### config.mk
export PLATFORM = sky130hd
export DESIGN_NAME = fnd_font_capture_flat
export DESIGN_NICKNAME = d
export VERILOG_FILES = /design/src/rtl/fnd_pkg.sv /design/src/rtl/fnd_font_capture_if.sv /design/src/rtl/fnd_font_to_bcd.sv /design/src/rtl/fnd_font_capture.sv /design/src/flat_wrapper.sv
export SDC_FILE = /design/constraint.sdc
export NUM_CORES = 1
export LEC_CHECK = 0
export CAP_MARGIN = 20
export CORE_MARGIN = 2
export CORE_UTILIZATION = 60
export CTS_CLUSTER_DIAMETER = 60
export DETAILED_ROUTE_END_ITERATION = 8
export GPL_ROUTABILITY_DRIVEN = 0
export GPL_TIMING_DRIVEN = 0
export PLACE_DENSITY = 0.91
export RECOVER_POWER = 25
export REMOVE_ABC_BUFFERS = 1
export SLEW_MARGIN = 20
export SYNTH_ARGS = -nofsm -noshare
export SYNTH_HDL_FRONTEND = slang
export SYNTH_HIERARCHICAL = 1
export SYNTH_SLANG_ARGS = --single-unit
export TNS_END_PERCENT = 1
### constraint.sdc
create_clock -name i_clk -period 6.4 [get_ports i_clk]
set_clock_uncertainty 0.1 [all_clocks]
set_input_delay 1.28 -clock i_clk [delete_from_list [all_inputs] [get_ports i_clk]]
set_output_delay 1.28 -clock i_clk [all_outputs]
set_load 0.05 [all_outputs]
### src/rtl/fnd_pkg.sv
// Shared FND font/code constants and select helpers, used by the capture block
// and the display-driver encoder.
package fnd_pkg;
  localparam logic [7:0] FONT_0     = 8'hc0;
  localparam logic [7:0] FONT_1     = 8'hf9;
  localparam logic [7:0] FONT_2     = 8'ha4;
  localparam logic [7:0] FONT_3     = 8'hb0;
  localparam logic [7:0] FONT_4     = 8'h99;
  localparam logic [7:0] FONT_5     = 8'h92;
  localparam logic [7:0] FONT_6     = 8'h82;
  localparam logic [7:0] FONT_7     = 8'hf8;
  localparam logic [7:0] FONT_8     = 8'h80;
  localparam logic [7:0] FONT_9     = 8'h90;
  localparam logic [7:0] FONT_DP    = 8'h7f;
  localparam logic [7:0] FONT_BLANK = 8'hff;

  localparam logic [3:0] CODE_DP    = 4'ha;
  localparam logic [3:0] CODE_ERR   = 4'he;
  localparam logic [3:0] CODE_BLANK = 4'hf;

  typedef enum logic {S_WAIT = 1'b0, S_HELD = 1'b1} cap_state_t;

  // Active-low select is legal only with exactly one bit low.
  function automatic logic sel_legal(input logic [3:0] sel);
    return $countones(~sel) == 1;
  endfunction

  function automatic logic [1:0] sel_idx(input logic [3:0] sel);
    case (sel)
      4'b1101: return 2'd1;
      4'b1011: return 2'd2;
      4'b0111: return 2'd3;
      default: return 2'd0;
    endcase
  endfunction
endpackage

### src/rtl/fnd_font_capture_if.sv
// FND scan bus as seen by the capture block: select/font in, decoded frame out.
interface fnd_font_capture_if;
  logic [3:0]  i_digitSel;
  logic [7:0]  i_font;
  logic [15:0] o_value;
  logic        o_valid;
  logic [3:0]  o_fontErr;
  logic        o_selErr;
  logic        o_stale;

  modport master (output i_digitSel, i_font,
                  input  o_value, o_valid, o_fontErr, o_selErr, o_stale);
  modport slave  (input  i_digitSel, i_font,
                  output o_value, o_valid, o_fontErr, o_selErr, o_stale);
endinterface

### src/rtl/fnd_font_to_bcd.sv
// Combinational inverse of the segment encoder: font back to 4-bit code.
module fnd_font_to_bcd
  import fnd_pkg::*;
(
  input  logic [7:0] i_font,
  output logic [3:0] o_code,
  output logic       o_err
);
  always_comb begin
    o_err = 1'b0;
    case (i_font)
      FONT_0:     o_code = 4'h0;
      FONT_1:     o_code = 4'h1;
      FONT_2:     o_code = 4'h2;
      FONT_3:     o_code = 4'h3;
      FONT_4:     o_code = 4'h4;
      FONT_5:     o_code = 4'h5;
      FONT_6:     o_code = 4'h6;
      FONT_7:     o_code = 4'h7;
      FONT_8:     o_code = 4'h8;
      FONT_9:     o_code = 4'h9;
      FONT_DP:    o_code = CODE_DP;
      FONT_BLANK: o_code = CODE_BLANK;
      default: begin
        o_code = CODE_ERR;
        o_err  = 1'b1;
      end
    endcase
  end
endmodule

### src/rtl/fnd_font_capture.sv
// Deglitching capture of a 4-digit multiplexed FND bus into complete frames,
// with select-error and stale-bus reporting.
module fnd_font_capture
  import fnd_pkg::*;
#(
  parameter int STABLE_CYCLES  = 4,
  parameter int TIMEOUT_CYCLES = 100000
) (
  input  logic i_clk,
  input  logic i_reset_n,
  input  logic i_clear,
  fnd_font_capture_if.slave bus
);
  localparam int            TW       = $clog2(TIMEOUT_CYCLES + 1);
  localparam logic [7:0]    STB_LAST = 8'(STABLE_CYCLES - 1);
  localparam logic [TW-1:0] TO_MAX   = TW'(TIMEOUT_CYCLES);
  localparam logic [TW-1:0] TO_PRE   = TW'(TIMEOUT_CYCLES - 1);
  localparam logic [TW-1:0] TO_INC   = TW'(1);

  logic [3:0]      r_sel;
  logic [7:0]      r_font;
  logic [7:0]      r_stb;
  cap_state_t      r_state, w_state_nxt;
  logic [3:0]      r_mask;
  logic [3:0][3:0] r_stage;
  logic [3:0]      r_stage_err;
  logic [15:0]     r_value;
  logic            r_valid;
  logic [3:0]      r_ferr;
  logic            r_selerr;
  logic            r_stale;
  logic [TW-1:0]   r_tcnt;

  logic            w_chg, w_take, w_legal, w_done, w_ferr;
  logic [1:0]      w_idx;
  logic [3:0]      w_bit, w_code, w_frame_err;
  logic [3:0][3:0] w_frame;

  fnd_font_to_bcd u_dec (.i_font(r_font), .o_code(w_code), .o_err(w_ferr));

  // Compare against the next registered value so the clear lands on the same
  // edge that captures the new pattern.
  assign w_chg = (bus.i_digitSel != r_sel) || (bus.i_font != r_font);

  always_ff @(posedge i_clk or negedge i_reset_n) begin
    if (!i_reset_n)   r_state <= S_WAIT;
    else if (i_clear) r_state <= S_WAIT;
    else              r_state <= w_state_nxt;
  end

  always_comb begin
    w_state_nxt = r_state;
    case (r_state)
      S_WAIT: if (w_chg) w_state_nxt = S_WAIT;
              else if (r_stb == STB_LAST) w_state_nxt = S_HELD;
      S_HELD: if (w_chg) w_state_nxt = S_WAIT;
      default: w_state_nxt = S_WAIT;
    endcase
  end

  always_comb begin
    w_take      = (r_state == S_WAIT) && (r_stb == STB_LAST);
    w_legal     = sel_legal(r_sel);
    w_idx       = sel_idx(r_sel);
    w_bit       = 4'b0001 << w_idx;
    w_done      = w_take && w_legal && ((r_mask | w_bit) == 4'hf);
    w_frame     = r_stage;
    w_frame_err = r_stage_err;
    w_frame[w_idx]     = w_code;
    w_frame_err[w_idx] = w_ferr;
  end

  always_ff @(posedge i_clk or negedge i_reset_n) begin
    if (!i_reset_n) begin
      r_sel  <= 4'hf;
      r_font <= 8'hff;
      r_stb  <= '0;
    end else begin
      r_sel  <= bus.i_digitSel;
      r_font <= bus.i_font;
      if (i_clear || w_chg)      r_stb <= '0;
      else if (r_state == S_WAIT) r_stb <= r_stb + 8'd1;
    end
  end

  always_ff @(posedge i_clk or negedge i_reset_n) begin
    if (!i_reset_n) begin
      r_mask <= '0; r_stage <= '0; r_stage_err <= '0;
      r_value <= '0; r_valid <= 1'b0; r_ferr <= '0; r_selerr <= 1'b0;
    end else if (i_clear) begin
      r_mask <= '0; r_stage <= '0; r_stage_err <= '0;
      r_value <= '0; r_valid <= 1'b0; r_ferr <= '0; r_selerr <= 1'b0;
    end else begin
      r_valid <= w_done;
      if (w_take && w_legal) begin
        r_stage     <= w_frame;
        r_stage_err <= w_frame_err;
        r_mask      <= w_done ? 4'h0 : (r_mask | w_bit);
      end
      if (w_take && !w_legal) r_selerr <= 1'b1;
      if (w_done) begin
        r_value <= w_frame;
        r_ferr  <= w_frame_err;
      end
    end
  end

  always_ff @(posedge i_clk or negedge i_reset_n) begin
    if (!i_reset_n) begin
      r_tcnt <= '0; r_stale <= 1'b0;
    end else if (i_clear || w_done) begin
      r_tcnt <= '0; r_stale <= 1'b0;
    end else if (r_tcnt != TO_MAX) begin
      r_tcnt <= r_tcnt + TO_INC;
      if (r_tcnt == TO_PRE) r_stale <= 1'b1;
    end
  end

  assign bus.o_value   = r_value;
  assign bus.o_valid   = r_valid;
  assign bus.o_fontErr = r_ferr;
  assign bus.o_selErr  = r_selerr;
  assign bus.o_stale   = r_stale;
endmodule

### src/flat_wrapper.sv
// flat-port wrapper written by rule: the top's interface ports become plain ports
module fnd_font_capture_flat import fnd_pkg::*;
#(
  parameter int STABLE_CYCLES  = 4,
  parameter int TIMEOUT_CYCLES = 100000
)
  (i_clk, i_reset_n, i_clear, bus_i_digitSel, bus_i_font, bus_o_value, bus_o_valid, bus_o_fontErr, bus_o_selErr, bus_o_stale);
  fnd_font_capture_if bus_i ();
  input  logic i_clk;
  input  logic i_reset_n;
  input  logic i_clear;
  input wire logic [$bits(bus_i.i_digitSel)-1:0] bus_i_digitSel;
  input wire logic [$bits(bus_i.i_font)-1:0] bus_i_font;
  output wire logic [$bits(bus_i.o_value)-1:0] bus_o_value;
  output wire logic [$bits(bus_i.o_valid)-1:0] bus_o_valid;
  output wire logic [$bits(bus_i.o_fontErr)-1:0] bus_o_fontErr;
  output wire logic [$bits(bus_i.o_selErr)-1:0] bus_o_selErr;
  output wire logic [$bits(bus_i.o_stale)-1:0] bus_o_stale;
  assign bus_i.i_digitSel = bus_i_digitSel;
  assign bus_i.i_font = bus_i_font;
  assign bus_o_value = bus_i.o_value;
  assign bus_o_valid = bus_i.o_valid;
  assign bus_o_fontErr = bus_i.o_fontErr;
  assign bus_o_selErr = bus_i.o_selErr;
  assign bus_o_stale = bus_i.o_stale;
  fnd_font_capture #(.STABLE_CYCLES(STABLE_CYCLES), .TIMEOUT_CYCLES(TIMEOUT_CYCLES)) u_core (.i_clk(i_clk), .i_reset_n(i_reset_n), .i_clear(i_clear), .bus(bus_i));
endmodule
## Word-level counts from Yosys, hierarchy flattened

Index checks and enable logic that the tools add are counted.

- Register bits: 85
- Input bits: 15
- Output and inout bits: 23
- Logic and storage cells: 101

- $add $sub $neg: 5
- Magnitude comparators: 2
- Eq/ne operators: 23
- Shifts and indexed selects: 1
- Muxes and demuxes: 35
- Bitwise operators: 3
- Reductions and logical operators: 16

Operators by type and width:

| kind | count |
|---|---|
| $eq 8x8->1 const B | 11 |
| $mux 16 | 4 |
| $pmux 4 s12 | 1 |
| $mux 17 | 2 |
| $add 32x32->32 | 1 |
| $eq 32x2->1 const B | 1 |
| $mux 4 | 8 |
| $add 17x1->17 const B | 1 |
| $eq 17x17->1 const B | 1 |
| $ne 17x17->1 const B | 1 |
| $bwmux 16 | 1 |
| $mux 8 | 2 |
| $eq 4x4->1 const B | 3 |
| $mux 1 | 12 |
| $reduce_or 12->1 | 1 |
| $reduce_bool 2->1 | 5 |
| $add 8x1->8 const B | 1 |
| $demux 4 s2 | 1 |
| $eq 8x2->1 const B | 1 |
| $eq 8x7->1 const B | 1 |
| $ne 8x8->1 | 1 |
| $pmux 2 s3 | 1 |
| $logic_and 1x1->1 | 5 |
| $add 1x1->2 | 2 |
| other kinds (15) | 17 |

## Logic depth before layout (Yosys ltp)

- Depth in word-level cells: 9
- Depth in mapped cells: 9
- Mapped depth without buffers: 8

## Cells and area by module

Netlist, hierarchy kept.

Modules (own cells, without submodules):

| module | instances | cells each | area each (sq um) | seq. area each (sq um) |
|---|---|---|---|---|
| fnd_font_capture | 1 | 380 | 4225.3 | 2142.1 |
| fnd_font_to_bcd | 1 | 40 | 326.6 | 0.0 |

## Worst setup path after synthesis

OpenSTA, ideal clock, no wires.

- Kind: register to register
- From: register u_core.r_sel[1]
- To: register u_core.r_ferr[1], in the netlist u_core/bus.o_fontErr[1]
- Library setup time: 150 ps
- Arrival time: 2668 ps
- Required time: 6150 ps
- Path slack: 3482 ps
- Stages on the path, launching flop included: 10
- Path buffers: 1
- Period minus slack after synthesis: 2918 ps
- Path through: dfstp_2 -> fa_1 -> inv_1 -> ha_1 -> ha_1 -> or3b_2 -> a2111oi_4 -> and3_1 -> buf_6 -> a211oi_2

- Cells in the longest elaborated chain, start to end: 9
- Elaborated cells between the ends (all ways): 22
- Classes of those cells: 2 x add/sub; 2 x order compare; 5 x eq/ne; 1 x shift; 6 x mux; 2 x bitwise; 4 x reduce/logical

Ends and longest elaborated chain:

| element | RTL line | source |
|---|---|---|
| start, declared | fnd_font_capture.sv:20 | `logic [3:0] r_sel;` |
| start signal, assigned | fnd_font_capture.sv:79 | `r_sel <= bus.i_digitSel;` |
| parallel branches: the longest is 9 deep, another holds $add 32x32->32 | n/a |  |
| end signal, assigned | fnd_font_capture.sv:103 | `r_ferr <= w_frame_err;` |
| end, declared | fnd_font_capture.sv:29 | `logic [3:0] r_ferr;` |

Several ways; the timed one is not identified. The select of a mux whose other input is x is not followed.
A chain may end at the register's enable or synchronous reset.

## Final worst setup path

- From: register u_core.r_sel[3]
- To: register u_core.r_value[12], in the netlist u_core/bus.o_value[12]

- Cells in the longest elaborated chain, start to end: 9
- Elaborated cells between the ends (all ways): 22
- Classes of those cells: 2 x add/sub; 2 x order compare; 5 x eq/ne; 1 x shift; 6 x mux; 2 x bitwise; 4 x reduce/logical

Ends and longest elaborated chain:

| element | RTL line | source |
|---|---|---|
| parallel branches: the longest is 9 deep, another holds $add 32x32->32 | n/a |  |
| end signal, assigned | fnd_font_capture.sv:102 | `r_value <= w_frame;` |
| end, declared | fnd_font_capture.sv:27 | `logic [15:0] r_value;` |

Several ways; the timed one is not identified. The select of a mux whose other input is x is not followed.

==> key figures <==
Clock network
  • Worst-path clk slew: 0.09 ns
  • Bufs on Longest Clock Path: 2
  • CTS Sinks: 85
  • CTS Buf Count: 9
  • Post_cts resized: 0
  • CTS tree: done
  • Clk_lat worst skew: 0.36 ns
  • Postcts setup bufs: 0
  • H-tree Lvls: 3
  • Hold-fix buffers, CTS: 0
  • Clk root buf: clkbuf_8

Layout
  • Share of cells above drive strength 1: 0.163
  • Fill cell count: 501
  • Commonest non-fill, non-tap cell in the layout: dfrtp_1
  • Area grow syn2layout: 13.6%
  • Antenna cell count: 0
  • Nets: 471
  • Most frequent cells in the layout: dfrtp_1 (73), nor2_1 (51), clkdlybuf4s50_1 (23)

Yosys
  • Synth warnings: 6
  • Ranking of synthesized cells by area: dfrtp_1 (40%), dfstp_2 (6.9%), a211oi_2 (5.5%), mux2i_1 (4.8%), nor2_1 (4.2%)
  • Synth Flop Type: dfrtp_1
  • Yosys cell types: 61
  • Gate count after technology mapping: 420
  • Post-synthesis register bit count: 85
  • EDFF count, synth: 0
  • Syn Std Cell Area: 4550 µm²
  • Ys async rst share: 1.00
  • Seq/Total Area, Yosys: 0.471
  • Avg Inst Size Synth: 10.8 µm²
  • Yosys top cell by area: dfrtp_1
  • Yosys top cell area share: 0.401

Timing
  • Final period utilization: 0.611
  • Max Clock Freq: 256 MHz
  • Relative slew slack: -0.254
  • Min Tclk post-route: 3.91 ns
  • Endpoints failing setup: 0
  • Slew of the pin with the lowest slew margin: 1.88 ns
  • RSZ-0062 raised after global routing: no
  • Hold WS: 0.432 ns
  • Slew Viols, Final: 34
  • Setup TNS: 0 ns
  • Fin. Hold Viols: 0

Die
  • Die X: 91.1 µm
  • # IOs: 38
  • Die area: 8300 µm²
  • Starting Density: 0.624
  • Height of the die: 91.1 µm
  • Core ar.: 7290 µm²
  • FP Rows: 31

Hold path
  • Worst Hold Class: flip-flop to flip-flop
  • Hold Path Origin: u_core/bus.o_stale
  • Hold Path Stages: 2

Outcome
  • Run status: finished, violations left
  • Failing checks: max-capacitance violations, max-slew violations

Detailed routing
  • DR WL/cell: 17.6 µm
  • Starting DRT DRC Count: 241
  • Total vias in the final route: 3,470
  • Via-to-Cell Ratio: 6.29
  • DRC viols: 0
  • Post-Route WL: 9730 µm
  • Drt pass-1 iters: 4
  • Antenna violation net count after detailed routing: 0

Worst setup path
  • Crit Path Category: flip-flop to flip-flop
  • Element type at the critical path start: flip-flop
  • Critical Path Start: u_core/r_sel[3]
  • CP max FO: 20
  • Worst flop-to-flop path endpoint: u_core/bus.o_value[12]
  • Worst setup path endpoint: u_core/bus.o_value[12]
  • Beginning of the worst register-to-register path: u_core/r_sel[3]
  • Crit path required time: 6.52 ns
  • Crit. End Element: flip-flop
  • FF-to-FF path depth: 8
  • Critical Path AT: 4.02 ns
  • R2r setup slk: 2.49 ns

Place
  • Port Buffer Count: 37
  • DPL Wire Length: 6670 µm

GRT
  • All-layer global routing usage: 0.248
  • First-pass GRT wire length: 16,600 µm
  • GR Overflow Total: 0
  • Largest net degree at the start of global routing: 53
  • Number of global-route vias before repair: 3,371
  • Antenna violations before repair: 0

Power and ir drop
  • Leakage power: 2.12 nW
  • Peak supply drop: 0.101 mV
  • PwrDens: 191 nW/µm²

Job
  • Max Cap Violations: 1
[kinds of logic after synthesis]
group / Yosys count / synth area share
compound gates: 96 / 0.178
xor+xnor: 31 / 0.0596
fa+ha+maj: 8 / 0.0236
buf+inv: 41 / 0.0489
flops: 85 / 0.471
mux: 22 / 0.0484
simple gates: 137 / 0.170
[cell type report]
class                           count  area, µm²  area share
Multi-Input combinational cell    294       2200       0.425
Sequential cell                    85       2140       0.414
Timing Repair Buffer               43        468      0.0905
Clock buffer                        9        124      0.0240
Tap cell                           99        124      0.0240
Clock inverter                      7       57.6      0.0111
Inverter                           15       56.3      0.0109
[worst max-delay path, stage by stage, from the launching register on]
cell	delay (ns)
dfstp_2	0.69
fa_1	0.47
inv_1	0.07
ha_1	0.15
ha_1	0.23
or3b_2	0.54
a2111oi_4	0.62
and3_2	0.72
a211oi_2	0.16
[layer usage]
layer	share of wire	vias up	track usage
li1	-	1617	-
met1	0.42	1708	0.320
met2	0.51	120	0.415
met3	0.046	25	0.0365
met4	0.026	0	0.110
met5	0	-	0
[synthesized netlist by cell type, types with 2 or more instances]
library cell / n
nor3_1: 11
clkbuf_1: 10
and4b_1: 4
and3_1: 7
dfstp_2: 12
a211oi_2: 20
buf_2: 4
xor2_1: 21
a31o_2: 2
nor2b_1: 3
nand3b_1: 3
o21ai_0: 3
buf_6: 6
inv_1: 15
a31oi_1: 20
nor2_1: 51
nand2b_1: 2
nor4b_1: 2
nor4b_2: 2
dfrtp_1: 73
buf_4: 5
nand3_1: 15
nor4_1: 5
nand2_1: 7
nor4bb_1: 3
a21oi_1: 15
a211oi_1: 21
ha_1: 7
or4_1: 2
nand4_1: 8
xnor2_1: 10
mux2i_1: 22
[worst min-delay path by stage]
stage	endpoint	slack (ns)
2_1_floorplan	u_core/r_mask[3]	0.38
3_3_place_gp	u_core/bus.o_stale	0.39
3_5_place_dp	u_core/bus.o_stale	0.42
4_1_cts	u_core/r_mask[1]	0.44
5_1_grt	u_core/r_mask[3]	0.47
6_report	u_core/bus.o_stale	0.43
[per-stage QoR]
step	power [W]	instances	area (µm²)	setup WS [ns]	utilization
3_3_place_gp	0.000638	530	4880	1.03	0.669
4_1_cts	0.000991	552	5170	2.12	0.709
6_report	0.000985	552	5170	2.49	0.709
3_5_place_dp	0.000646	536	4990	2.14	0.684
2_1_floorplan	0.000603	394	4390	2.54	-
5_1_grt	0.00102	552	5170	2.30	0.709
[report_power, final]
part           internal [W]  total [W]  switching (W)  leakage [nW]
logic             0.0000280  0.0000766      0.0000486         0.897
clock network      0.000145   0.000350       0.000206        0.0824
registers          0.000546   0.000558      0.0000128          1.14
[flip-flops by register name (all words and copies together), names as in the netlist]
register / flops
u_core/bus.o_value: 16
u_core/r_font: 8
u_core/bus.o_fontErr: 4
u_core/r_stage: 16
u_core/bus.o_stale: 1
u_core/r_stb: 8
u_core/r_sel: 4
u_core/r_mask: 4
u_core/r_tcnt: 17
u_core/r_stage_err: 4
u_core/bus.o_valid: 1
u_core/bus.o_selErr: 1
u_core/r_state: 1
Note: power is estimated with default switching activity, not from simulation.
